## src/rtl/tomasulo_rs_if.sv

```systemverilog
// Dispatch, CDB snoop and issue signal bundle for tomasulo_rs.
// The master modport drives dispatch/CDB/issue_rdy; the slave modport is the reservation station.
interface tomasulo_rs_if #(
  parameter int unsigned N     = 4,
  parameter int unsigned CDB_N = 2,
  parameter int unsigned W     = 32,
  parameter int unsigned TAG_W = 5,
  parameter int unsigned OP_W  = 4
);
  localparam int unsigned OccW = $clog2(N + 1);

  logic                   flush;
  logic                   dispatch_vld;
  logic                   dispatch_rdy;
  logic [OP_W-1:0]        dispatch_op;
  logic [TAG_W-1:0]       dispatch_tag;
  logic [1:0]             dispatch_busy;
  logic [2*W-1:0]         dispatch_oprand;
  logic [CDB_N-1:0]       cdb_vld;
  logic [CDB_N*TAG_W-1:0] cdb_tag;
  logic [CDB_N*W-1:0]     cdb_wdata;
  logic                   issue_vld;
  logic                   issue_rdy;
  logic [OP_W-1:0]        issue_op;
  logic [TAG_W-1:0]       issue_tag;
  logic [2*W-1:0]         issue_rdata;
  logic [OccW-1:0]        occupancy;

  modport master (
    output flush, dispatch_vld, dispatch_op, dispatch_tag, dispatch_busy, dispatch_oprand,
    output cdb_vld, cdb_tag, cdb_wdata, issue_rdy,
    input  dispatch_rdy, issue_vld, issue_op, issue_tag, issue_rdata, occupancy
  );

  modport slave (
    input  flush, dispatch_vld, dispatch_op, dispatch_tag, dispatch_busy, dispatch_oprand,
    input  cdb_vld, cdb_tag, cdb_wdata, issue_rdy,
    output dispatch_rdy, issue_vld, issue_op, issue_tag, issue_rdata, occupancy
  );
endinterface

```

## src/rtl/tomasulo_rs.sv

```systemverilog
// Reservation station: N entries snooping CDB_N result buses, oldest-ready issue via one output
// register. Define TOMASULO_RS_BYPASS_EN to let a fully ready dispatch load the output directly.
module tomasulo_rs #(
  parameter int unsigned N     = 4,
  parameter int unsigned CDB_N = 2,
  parameter int unsigned W     = 32,
  parameter int unsigned TAG_W = 5,
  parameter int unsigned OP_W  = 4
) (
  input logic          clk,
  input logic          rst,
  tomasulo_rs_if.slave bus
);
  localparam int unsigned OccW = $clog2(N + 1);

  typedef struct packed {
    logic                vld;
    logic [OP_W-1:0]     op;
    logic [TAG_W-1:0]    tag;
    logic [1:0]          busy;
    logic [1:0][W-1:0]   val;  // busy operand keeps its pending tag in the low TAG_W bits
  } entry_t;

  entry_t [N-1:0]        ent_q, ent_d;
  logic [N-1:0][N-1:0]   older_q, older_d;  // older_q[i][j]: entry i was dispatched before j
  logic                  out_vld_q, out_vld_d;
  logic [OP_W-1:0]       out_op_q, out_op_d;
  logic [TAG_W-1:0]      out_tag_q, out_tag_d;
  logic [1:0][W-1:0]     out_val_q, out_val_d;

  logic [N-1:0]          rdy, sel_oh, free_oh;
  logic                  any_rdy, free_found, full;
  entry_t                sel_ent;
  logic [OccW-1:0]       occ;
  logic [1:0]            d_busy;
  logic [1:0][W-1:0]     d_val;
  logic [W:0]            hit;
  logic                  disp_fire, out_free, bypass;

  // Returns {match, data}; scanning downwards lets the lowest matching channel win.
  function automatic logic [W:0] snoop(input logic [TAG_W-1:0] t);
    logic [W:0] r;
    r = '0;
    for (int c = int'(CDB_N) - 1; c >= 0; c--) begin
      if (bus.cdb_vld[c] && bus.cdb_tag[c*TAG_W +: TAG_W] == t) begin
        r = {1'b1, bus.cdb_wdata[c*W +: W]};
      end
    end
    return r;
  endfunction

  always_comb begin
    occ        = '0;
    rdy        = '0;
    free_oh    = '0;
    free_found = 1'b0;
    for (int i = 0; i < N; i++) begin
      occ    = occ + OccW'(ent_q[i].vld);
      rdy[i] = ent_q[i].vld && (ent_q[i].busy == 2'b00);
      if (!ent_q[i].vld && !free_found) begin
        free_oh[i] = 1'b1;
        free_found = 1'b1;
      end
    end
    any_rdy = |rdy;
    full    = (occ == OccW'(N));
  end

  always_comb begin
    sel_oh  = '0;
    sel_ent = '0;
    for (int i = 0; i < N; i++) begin
      sel_oh[i] = rdy[i];
      for (int j = 0; j < N; j++) begin
        if (j != i && rdy[j] && older_q[j][i]) sel_oh[i] = 1'b0;
      end
      if (sel_oh[i]) sel_ent = ent_q[i];
    end
  end

  // Same-cycle capture of dispatch operands.
  always_comb begin
    d_busy = bus.dispatch_busy;
    d_val  = bus.dispatch_oprand;
    for (int k = 0; k < 2; k++) begin
      if (bus.dispatch_busy[k]) begin
        if (snoop(d_val[k][TAG_W-1:0]) != '0) begin
          d_busy[k] = 1'b0;
          d_val[k]  = snoop(bus.dispatch_oprand[k*W +: TAG_W]) & {1'b0, {W{1'b1}}};
        end
      end
    end
  end

  assign disp_fire = bus.dispatch_vld && bus.dispatch_rdy;
  assign out_free  = !out_vld_q || bus.issue_rdy;

`ifdef TOMASULO_RS_BYPASS_EN
  assign bypass = disp_fire && (d_busy == 2'b00) && out_free && !any_rdy;
`else
  assign bypass = 1'b0;
`endif

  always_comb begin
    ent_d     = ent_q;
    older_d   = older_q;
    out_vld_d = out_vld_q;
    out_op_d  = out_op_q;
    out_tag_d = out_tag_q;
    out_val_d = out_val_q;
    hit       = '0;

    for (int i = 0; i < N; i++) begin
      for (int k = 0; k < 2; k++) begin
        if (ent_q[i].vld && ent_q[i].busy[k]) begin
          hit = snoop(ent_q[i].val[k][TAG_W-1:0]);
          if (hit[W]) begin
            ent_d[i].busy[k] = 1'b0;
            ent_d[i].val[k]  = hit[W-1:0];
          end
        end
      end
    end

    if (out_free) begin
      if (any_rdy) begin
        out_vld_d = 1'b1;
        out_op_d  = sel_ent.op;
        out_tag_d = sel_ent.tag;
        out_val_d = sel_ent.val;
        for (int i = 0; i < N; i++) begin
          if (sel_oh[i]) ent_d[i].vld = 1'b0;
        end
      end else if (bypass) begin
        out_vld_d = 1'b1;
        out_op_d  = bus.dispatch_op;
        out_tag_d = bus.dispatch_tag;
        out_val_d = d_val;
      end else begin
        out_vld_d = 1'b0;
      end
    end

    if (disp_fire && !bypass) begin
      for (int i = 0; i < N; i++) begin
        if (free_oh[i]) begin
          ent_d[i].vld  = 1'b1;
          ent_d[i].op   = bus.dispatch_op;
          ent_d[i].tag  = bus.dispatch_tag;
          ent_d[i].busy = d_busy;
          ent_d[i].val  = d_val;
          for (int j = 0; j < N; j++) begin
            older_d[i][j] = 1'b0;
            older_d[j][i] = ent_q[j].vld;
          end
        end
      end
    end
  end

  always_ff @(posedge clk) begin
    if (rst || bus.flush) begin
      ent_q     <= '0;
      out_vld_q <= 1'b0;
      out_op_q  <= '0;
      out_tag_q <= '0;
      out_val_q <= '0;
      if (rst) older_q <= '0;
    end else begin
      ent_q     <= ent_d;
      older_q   <= older_d;
      out_vld_q <= out_vld_d;
      out_op_q  <= out_op_d;
      out_tag_q <= out_tag_d;
      out_val_q <= out_val_d;
    end
  end

  assign bus.dispatch_rdy = !full && !rst;
  assign bus.occupancy    = occ;
  assign bus.issue_vld    = out_vld_q;
  assign bus.issue_op     = out_op_q;
  assign bus.issue_tag    = out_tag_q;
  assign bus.issue_rdata  = out_val_q;

endmodule
```

## src/flat_wrapper.sv

```systemverilog
// flat-port wrapper written by rule: the top's interface ports become plain ports
module tomasulo_rs_flat 
#(
  parameter int unsigned N     = 4,
  parameter int unsigned CDB_N = 2,
  parameter int unsigned W     = 32,
  parameter int unsigned TAG_W = 5,
  parameter int unsigned OP_W  = 4
)
  (clk, rst, bus_flush, bus_dispatch_vld, bus_dispatch_op, bus_dispatch_tag, bus_dispatch_busy, bus_dispatch_oprand, bus_cdb_vld, bus_cdb_tag, bus_cdb_wdata, bus_issue_rdy, bus_dispatch_rdy, bus_issue_vld, bus_issue_op, bus_issue_tag, bus_issue_rdata, bus_occupancy);
  tomasulo_rs_if #(.N(N), .CDB_N(CDB_N), .W(W), .TAG_W(TAG_W), .OP_W(OP_W)) bus_i ();
  input logic clk;
  input logic rst;
  input wire logic [$bits(bus_i.flush)-1:0] bus_flush;
  input wire logic [$bits(bus_i.dispatch_vld)-1:0] bus_dispatch_vld;
  input wire logic [$bits(bus_i.dispatch_op)-1:0] bus_dispatch_op;
  input wire logic [$bits(bus_i.dispatch_tag)-1:0] bus_dispatch_tag;
  input wire logic [$bits(bus_i.dispatch_busy)-1:0] bus_dispatch_busy;
  input wire logic [$bits(bus_i.dispatch_oprand)-1:0] bus_dispatch_oprand;
  input wire logic [$bits(bus_i.cdb_vld)-1:0] bus_cdb_vld;
  input wire logic [$bits(bus_i.cdb_tag)-1:0] bus_cdb_tag;
  input wire logic [$bits(bus_i.cdb_wdata)-1:0] bus_cdb_wdata;
  input wire logic [$bits(bus_i.issue_rdy)-1:0] bus_issue_rdy;
  output wire logic [$bits(bus_i.dispatch_rdy)-1:0] bus_dispatch_rdy;
  output wire logic [$bits(bus_i.issue_vld)-1:0] bus_issue_vld;
  output wire logic [$bits(bus_i.issue_op)-1:0] bus_issue_op;
  output wire logic [$bits(bus_i.issue_tag)-1:0] bus_issue_tag;
  output wire logic [$bits(bus_i.issue_rdata)-1:0] bus_issue_rdata;
  output wire logic [$bits(bus_i.occupancy)-1:0] bus_occupancy;
  assign bus_i.flush = bus_flush;
  assign bus_i.dispatch_vld = bus_dispatch_vld;
  assign bus_i.dispatch_op = bus_dispatch_op;
  assign bus_i.dispatch_tag = bus_dispatch_tag;
  assign bus_i.dispatch_busy = bus_dispatch_busy;
  assign bus_i.dispatch_oprand = bus_dispatch_oprand;
  assign bus_i.cdb_vld = bus_cdb_vld;
  assign bus_i.cdb_tag = bus_cdb_tag;
  assign bus_i.cdb_wdata = bus_cdb_wdata;
  assign bus_i.issue_rdy = bus_issue_rdy;
  assign bus_dispatch_rdy = bus_i.dispatch_rdy;
  assign bus_issue_vld = bus_i.issue_vld;
  assign bus_issue_op = bus_i.issue_op;
  assign bus_issue_tag = bus_i.issue_tag;
  assign bus_issue_rdata = bus_i.issue_rdata;
  assign bus_occupancy = bus_i.occupancy;
  tomasulo_rs #(.N(N), .CDB_N(CDB_N), .W(W), .TAG_W(TAG_W), .OP_W(OP_W)) u_core (.clk(clk), .rst(rst), .bus(bus_i));
endmodule
```

## config.mk

```make
export PLATFORM = sky130hd
export DESIGN_NAME = tomasulo_rs_flat
export DESIGN_NICKNAME = d
export VERILOG_FILES = /design/src/rtl/tomasulo_rs_if.sv /design/src/rtl/tomasulo_rs.sv /design/src/flat_wrapper.sv
export SDC_FILE = /design/constraint.sdc
export NUM_CORES = 1
export LEC_CHECK = 0
export CAP_MARGIN = 20
export CORE_ASPECT_RATIO = 1.2
export CORE_MARGIN = 2
export CORE_UTILIZATION = 35
export DETAILED_ROUTE_END_ITERATION = 16
export PLACE_DENSITY = 0.66
export SYNTH_ARGS = -nofsm -noshare
export SYNTH_HDL_FRONTEND = slang
export SYNTH_SLANG_ARGS = --single-unit
```

## constraint.sdc

```tcl
create_clock -name clk -period 3.33 [get_ports clk]
set_clock_uncertainty 0.2 [all_clocks]
set_input_delay 0.666 -clock clk [delete_from_list [all_inputs] [get_ports clk]]
set_output_delay 0.666 -clock clk [all_outputs]
set_load 0.02 [all_outputs]
```

== Word level (Yosys, flattened, before mapping) ==
Index checks and enable logic that the tools add are counted.
Storage, ports and cells
  logic and storage cells: 278
  output and inout bits: 78
  input port bits: 156
  bits in registers: 390
Cells by class
  mux-type cells: 127
  add/subtract/negate cells: 3
  equal/unequal tests: 25
  bitwise gates (word level): 1
  reduce and logical (&&, ||, !) cells: 81
Operators with widths (number)
  33-bit 2-to-1 mux: 30
  32-bit 2-to-1 mux: 20
  304-bit 2-to-1 mux: 1
  76-bit 2-to-1 mux: 4
  75-bit 2-to-1 mux: 4
  5-bit equality test: 20
  33-bit nonzero test: 2
  1-bit 2-to-1 mux: 61
  1-bit logical AND: 49
  15-bit 2-to-1 mux: 3
  3-bit AND reduction: 6
  4-bit 2-to-1 mux: 3
  2-bit AND reduction: 5
  3-bit != test (second input constant): 3
  3-bit nonzero test: 3
  1-bit zero test: 8
  2-bit zero test: 4
  5-bit 2-to-1 mux: 1
  4-bit OR reduction: 1
  2-bit by 1-bit adder with 3-bit output: 1
  3-bit by 1-bit adder with 3-bit output: 1
  3-bit equality test (second input constant): 1
  1-bit by 1-bit adder with 2-bit output: 1
  1-bit logical OR: 2
  3 further kinds: 3

== Longest topological paths before layout ==
Gate-level depths: netlist of run 1.
  word-level depth: 12
  gate-level depth with buffers: 12
  depth with buffers taken out: 9

== Worst setup path after synthesis of run 1 ==
OpenSTA, ideal clock, no wires.
  kind: register to register
  from: register u_core.ent_q[75] (netlist bit)
  to: register u_core.ent_q[196] (netlist bit)
  buffers on the path: 3
  data required time: 2992 ps
  path slack: 73 ps
  arrival: 2920 ps
  clock period less this slack: 3257 ps
  cell stages (with the launch flop): 12
  library setup time: 138 ps
  cells stage by stage: dfxtp_1 fa_1 ha_1 ha_1 nor3b_1 or3b_1 buf_2 or2_2 clkbuf_1 nand2_1 clkbuf_1 o32ai_1
On the way
  longest elaborated chain between the ends: 8
  elaborated cells on any way between the ends: 15
  classes of those cells: add/sub (3); eq/ne (1); mux (5); reduce/logical (6)
Ends and longest elaborated chain
  from (decl): RTL line tomasulo_rs.sv:24  | entry_t [N-1:0] ent_q, ent_d;
  from (signal assigned): RTL line tomasulo_rs.sv:170  | ent_q <= ent_d;
  1-bit by 1-bit adder with 2-bit output: RTL line tomasulo_rs.sv:58  | occ = occ + OccW'(ent_q[i].vld);
  2-bit by 1-bit adder with 3-bit output: RTL line tomasulo_rs.sv:58
  3-bit by 1-bit adder with 3-bit output: RTL line tomasulo_rs.sv:58
  via bus_occupancy[1]: RTL line flat_wrapper.sv:29  | output wire logic [$bits(bus_i.occupancy)-1:0] bus_occupancy;
  3-bit equality test: RTL line tomasulo_rs.sv:66  | full = (occ == OccW'(N));
  1-bit zero test: RTL line tomasulo_rs.sv:179  | assign bus.dispatch_rdy = !full && !rst;
  1-bit logical AND: RTL line tomasulo_rs.sv:179
  1-bit logical AND: RTL line tomasulo_rs.sv:95  | assign disp_fire = bus.dispatch_vld && bus.dispatch_rdy;
  304-bit 2-to-1 mux: RTL line tomasulo_rs.sv:144  | if (disp_fire && !bypass) begin
The timed path passes the listed nets, and every way through them passes these cells.
A chain may end at the register's enable or synchronous reset.

== Worst setup path after layout of run 1 ==
  from: register u_core.ent_q[303] (netlist bit)
  to: register u_core.ent_q[237] (netlist bit)
On the way
  longest elaborated chain between the ends: 6
  elaborated cells on any way between the ends: 12
  classes of those cells: add/sub (1); eq/ne (1); mux (4); reduce/logical (6)
Ends and longest elaborated chain (RTL line)
  3-bit by 1-bit adder with 3-bit output: tomasulo_rs.sv:58
  3-bit equality test: tomasulo_rs.sv:66
  1-bit zero test: tomasulo_rs.sv:179
  1-bit logical AND: tomasulo_rs.sv:179
  1-bit logical AND: tomasulo_rs.sv:95
  304-bit 2-to-1 mux *: tomasulo_rs.sv:144
Mark *: on every way between the ends. The rest lies on a longest branch, timed or not.

==> results.md, run 1 <==
* TritonCTS Buffers at 42
* Total Routing Usage GR at 30.2%
* Crit path time final at 3.23 ns
* # hold bufs at CTS at 0
* Non-Filler Instances at 3,846
* Final Instance Area at 28,400 um2
* Area grow syn2layout at 27.5%
* Fill cells at 6,150
* Max-slew violation count at 0
* CORE AREA at 63,100 um2
* Max Fclk at 309 MHz
* Per-cell routed wire length at 26.9 um
* GP Congestion at 0.974
* Worst slew margin at 35.9%
* Post-synth EDFFs at 12
* Post-route DRC at 0
* CP Capture Type: register
* Routed WL at 103,000 um
* Die footprint at 65,600 um2
* Actual slew at the worst max-slew pin at 0.952 ns
* Setup violators final at 0
* Final period util at 97.1%
* Status: finished, final reports clean
* Unrepaired setup endpoints after global routing: true
* Max cap viols at 0
* Synth Register Bits at 390
* Leakage at 9.73 nW
* Worst setup path class: reg -> reg
* Seq/Total Area, Yosys at 35.6%
* Total number of vias at 25,300
* Primary FF master, synth: dfxtp_1
* Commonest cells after routing, fill and taps aside: dfxtp_1 (377), a21oi_1 (330), nand2_1 (267)
* Ports at 234
* Post-Syn Area at 22,200 um2
* Final Power at 10.9 mW
* Clock Path Buffers at 3
* Clock-pin slew on the worst setup and hold paths at 0.06 ns
* Die span in y at 280 um
* Initial core utilization at 35.3%
* Sum Neg Setup Slack at 0 ns
* Syn Area/Cell at 7.96 um2
* Crit-path max FO at 8
* Number of global-route vias before repair at 24,300
* Commonest non-fill, non-tap cell in the layout: dfxtp_1
* YS warnings at 0
* Largest net degree at the start of global routing at 64
* Dpl hpwl at 66,500 um
* Asr flop ratio synth at 0%
* Port buffer count at 233
* Power per cell area at 383 nW/um2
* Placed insts at 3,758
* Initial antenna violation count at 6
* Detail Route Antenna Nets at 0
* H-tree Lvls at 2
* Share of post-route cells with drive strength above 1 at 13.1%
* CP arrival at 3.54 ns
* GRT overflow at 0
* CTS tree: done
* Initial DRC Count at 3,473
* Clock latency on the worst-skew pair at 0.60 ns
* Ranking of synthesized cells by area: dfxtp_1 (34%), a21oi_1 (7.5%), o22ai_1 (5.5%)
* Clk root buf: clkbuf_16
* DR vias/cell at 6.57
* Pre-antenna DRT Iters at 8
* Die Span X at 234 um
* Global-route wire length before repair at 152,000 um
* CP required at 3.64 ns
* DP Area at 26,900 um2
* # nets final at 3,149
* Synth area leader: dfxtp_1
* VDD IR max at 317 uV
* Yosys top cell area share at 34.0%
* HP Class: reg -> reg
* Sink Count at 390
* Post-Synthesis Cells at 2,795
* Fin. Hold Viols at 0
* Distinct cell type count after synthesis at 81
* Synthesized net count at 2,956
* Startpoint types: register
* Row Count at 101
per-layer routing:
layer	routed length, um	vias up	global-route usage, %
met1	38700	11800	37.9
met3	13100	475	8.78
li1	-	11000	-
met5	46	-	0.381
met4	6700	6	18.3
met2	44900	1981	45.5
what timing repair did:
action,in CTS,in global routing
setup buffers,1,5
endpoints found under the setup margin,3,63
cloned,0,4
resized for setup,7,12
pin swaps,1,3
final cells by class:
class | count | area, um2 | area share (%)
diodes | 5 | 12.5 | 0.0441
clock buffers | 58 | 1180 | 4.16
clock inverters | 15 | 103 | 0.362
inverters | 42 | 158 | 0.556
multi-input cells | 2012 | 12800 | 45.3
flip-flops and latches | 390 | 7930 | 28.0
well taps | 824 | 1030 | 3.64
repair buffers | 500 | 5100 | 18.0
worst max-delay path, stage by stage, from the launching register on:
cell       delay, ns
dfxtp_2         0.33
fa_1            0.48
ha_2            0.20
ha_4            0.27
nor3b_4         0.04
buf_4           0.13
or3b_4          0.45
nor3_4          0.19
buf_12          0.17
a31oi_4         0.04
buf_12          0.18
clkbuf_16       0.17
a21o_1          0.16
a22oi_1         0.13
per-stage QoR:
stage | util [%] | hold WS [ns] | worst slack, ns
after detailed placement | 42.6 | 0.246 | -0.0550
final | 45.0 | 0.250 | 0.0966
after global placement | 42.6 | 0.240 | -0.0235
after global routing | 45.0 | 0.273 | -0.0200
after CTS | 44.7 | 0.254 | 0.00146
after floorplan | - | 0.236 | 0.0726
final timing paths:
path / from / end / slack (ns) / cells after the start
setup / recovery: u_core.ent_q[303] / u_core.ent_q[237] / 0.1 / 13
hold / removal: u_core.bus.issue_rdata[5] / u_core.bus.issue_rdata[5] / 0.25 / 2
setup reg to reg: u_core.ent_q[303] / u_core.ent_q[237] / 0.1 / 13
hold reg to reg: u_core.bus.issue_rdata[5] / u_core.bus.issue_rdata[5] / 0.25 / 2
flip-flops by register name, indices dropped and copies added, names as in the netlist:
name,flops
u_core.bus.issue_vld,1
u_core.bus.issue_rdata,64
u_core.bus.issue_tag,5
u_core.bus.issue_op,4
u_core.ent_q,304
u_core.older_q,12
cells by family after synthesis:
group           synth area share [%]
xor+xnor                        3.70
compound gates                  38.1
mux                             1.57
simple gates                    13.2
flops                           35.6
fa+ha+maj                      0.315
buf+inv                         7.53
synthesized netlist by cell type (15+ instances only):
cell type,instances
o21a_1,33
a21oi_1,332
o2111a_1,25
a21o_1,29
dfxtp_1,378
o211a_1,16
xnor2_1,56
a2bb2oi_1,42
mux2i_1,35
nand2_1,270
a211oi_1,32
nor3_1,80
o2bb2ai_1,25
a221oi_1,78
o22a_1,34
a22oi_1,15
buf_2,80
buf_1,20
o22ai_1,197
clkbuf_1,230
nand4_1,17
o21ai_0,183
xor2_1,38
or3_1,20
inv_1,42
nand3_1,23
o221ai_1,138
nor2_1,157
report_power, final:
| part | total, mW | internal, mW | switching [mW] |
|---|---|---|---|
| clock | 4.61 | 2.49 | 2.12 |
| sequential | 4.78 | 4.74 | 0.0404 |
| combinational | 1.47 | 0.600 | 0.865 |
| total | 10.9 | 7.83 | 3.03 |
Note: power is estimated with default switching activity, not from simulation.
==> run 2: changes to the inputs <==
Settings changed: CORE_ASPECT_RATIO 1.2 to default.
==> results.md, run 2 (synthesis results as in run 1) <==
* Post-route DRC at 0 (unchanged)
* Final period util at 98.1% (was 97.1%)
* Worst setup path class: reg -> out (was reg -> reg)
* Port buffer count at 233 (unchanged)
* Number of global-route vias before repair at 23,800 (was 24,300)
* Initial core utilization at 35.3% (about the same)
* Clk root buf: clkbuf_16 (unchanged)
* Placed insts at 3,758 (unchanged)
* Die Span X at 256 um (was 234 um)
* Clock Path Buffers at 3 (unchanged)
* Total number of vias at 24,700 (was 25,300)
* Detail Route Antenna Nets at 0 (unchanged)
* Leakage at 9.64 nW (was 9.73 nW)
* Net Sw Power at 3.11 mW (was 3.03 mW)
* Final Instance Area at 28,200 um2 (was 28,400 um2)
* GRT overflow at 0 (unchanged)
* Fill cells at 6,203 (was 6,150)
* Total Routing Usage GR at 29.6% (was 30.2%)
* Clock power frac at 46.4% (was 42.5%)
* CP Capture Type: output port (was register)
* Sw Share at 26.8% (was 27.9%)
* Pint at 8.48 mW (was 7.83 mW)
* Commonest cells after routing, fill and taps aside: dfxtp_1 (377), a21oi_1 (330), nand2_1 (268) (was dfxtp_1 (377), a21oi_1 (330), nand2_1 (267))
* CTS tree: done (unchanged)
* Global-route wire length before repair at 151,000 um (was 152,000 um)
* Ports at 234 (unchanged)
* Actual slew at the worst max-slew pin at 1.09 ns (was 0.952 ns)
* Logic pwr share at 12.4% (was 13.5%)
* Max-slew violation count at 0 (unchanged)
* Dpl hpwl at 66,200 um (was 66,500 um)
* Crit path time final at 3.27 ns (was 3.23 ns)
* HP Class: reg -> reg (unchanged)
* Area grow syn2layout at 27.0% (was 27.5%)
* Reg area at 7930 um2 (unchanged)
* Initial antenna violation count at 6 (unchanged)
* DR vias/cell at 6.41 (was 6.57)
* DP Area at 26,600 um2 (was 26,900 um2)
* Register share of total power at 41.3% (was 44.0%)
* Die span in y at 256 um (was 280 um)
* Pre-antenna DRT Iters at 6 (was 8)
* Row Count at 92 (was 101)
* Max Fclk at 306 MHz (was 309 MHz)
* Setup violators final at 0 (unchanged)
* CORE AREA at 63,000 um2 (was 63,100 um2)
* TritonCTS Buffers at 45 (was 42)
* CP arrival at 2.40 ns (was 3.54 ns)
* Largest net degree at the start of global routing at 76 (was 64)
* # hold bufs at CTS at 0 (unchanged)
* Crit-path max FO at 2 (was 8)
* GP Congestion at 0.950 (was 0.974)
* Area of the multi-input gates at 12,800 um2 (about the same)
* Worst slew margin at 27.1% (was 35.9%)
* Routed WL at 101,000 um (was 103,000 um)
* Unrepaired setup endpoints after global routing: false (was true)
* Max cap viols at 0 (unchanged)
* Share of post-route cells with drive strength above 1 at 12.6% (was 13.1%)
* Sink Count at 390 (unchanged)
* Startpoint types: register (unchanged)
* VDD IR max at 383 uV (was 317 uV)
* Pre-CTS setup slack at -0.0538 ns (was -0.0550 ns)
* Per-cell routed wire length at 26.2 um (was 26.9 um)
* Final Power at 11.6 mW (was 10.9 mW)
* Initial DRC Count at 3,198 (was 3,473)
* H-tree Lvls at 2 (unchanged)
* Power per cell area at 410 nW/um2 (was 383 nW/um2)
* Commonest non-fill, non-tap cell in the layout: dfxtp_1 (unchanged)
* Status: finished, final reports clean (unchanged)
* CP required at 2.46 ns (was 3.64 ns)
* # nets final at 3,122 (was 3,149)
* Reg with most FFs: u_core.ent_q (unchanged)
* Fin. Hold Viols at 0 (unchanged)
* Max reg flops at 304 (unchanged)
* Non-Filler Instances at 3,848 (was 3,846)
* Die footprint at 65,600 um2 (about the same)
* Clock latency on the worst-skew pair at 0.63 ns (was 0.60 ns)
* Final setup margin at 0.0619 ns (was 0.0966 ns)
* Clock-pin slew on the worst setup and hold paths at 0.06 ns (about the same)
run 2: area by class of cell:
type | instances | area share [%]
antenna | 6 | 0.0532
tap | 846 | 3.75
clock inverter | 17 | 0.868
clock buffer | 65 | 4.79
multi-input combinational | 2012 | 45.4
sequential | 390 | 28.1
inverter | 42 | 0.558
timing repair buffer | 470 | 16.5
run 2: path summary, 6_finish.rpt:
check                                               start                        end  slack [ns]  cells after the start
worst max-delay path                     u_core.ent_q[75]           bus_occupancy[0]        0.06                      3
worst min-delay path            u_core.bus.issue_rdata[5]  u_core.bus.issue_rdata[5]        0.25                      2
worst max register to register           u_core.ent_q[75]          u_core.ent_q[136]        0.12                     11
worst min register to register  u_core.bus.issue_rdata[5]  u_core.bus.issue_rdata[5]        0.25                      2
run 2: worst max-delay path, stage by stage, from the launching register on:
cell             delay (ns)
dfxtp_2                0.32
fa_1                   0.48
ha_2                   0.38
clkdlybuf4s50_1        0.62
run 2: per-stage QoR:
stage               util (%)  TNS (ns)  hold slack, ns
floorplan                  -         0           0.236
global placement        42.2   -0.0527           0.241
detailed placement      42.2    -0.329           0.245
CTS                     44.8         0           0.254
global route            44.9         0           0.261
finish                  44.9         0           0.250
run 2: power groups by stage:
stage	Clock, mW	Sequential (mW)	Combinational (mW)
finish	5.37	4.78	1.43
detailed placement	0	4.88	1.38
global route	5.58	4.79	1.50
global placement	0	4.88	1.38
CTS	5.39	4.78	1.39
floorplan	0	4.89	0.679
run 2: per-layer routing:
| metal | part of all wire, % | vias to the layer above | global-route usage, % |
|---|---|---|---|
| met5 | 0.027 | - | 0 |
| met2 | 42 | 1814 | 43.7 |
| met3 | 13 | 336 | 8.58 |
| met1 | 40 | 11600 | 39.4 |
| met4 | 4.8 | 4 | 14.5 |
| li1 | - | 10900 | - |
run 2: timing repair:
action / 4_1_cts / 5_1_grt
pin swaps: 2 / 2
hold endpoints to repair: 0 / 0
resized for setup: 8 / 8
setup endpoints to repair: 12 / 96
setup buffers: 1 / 1
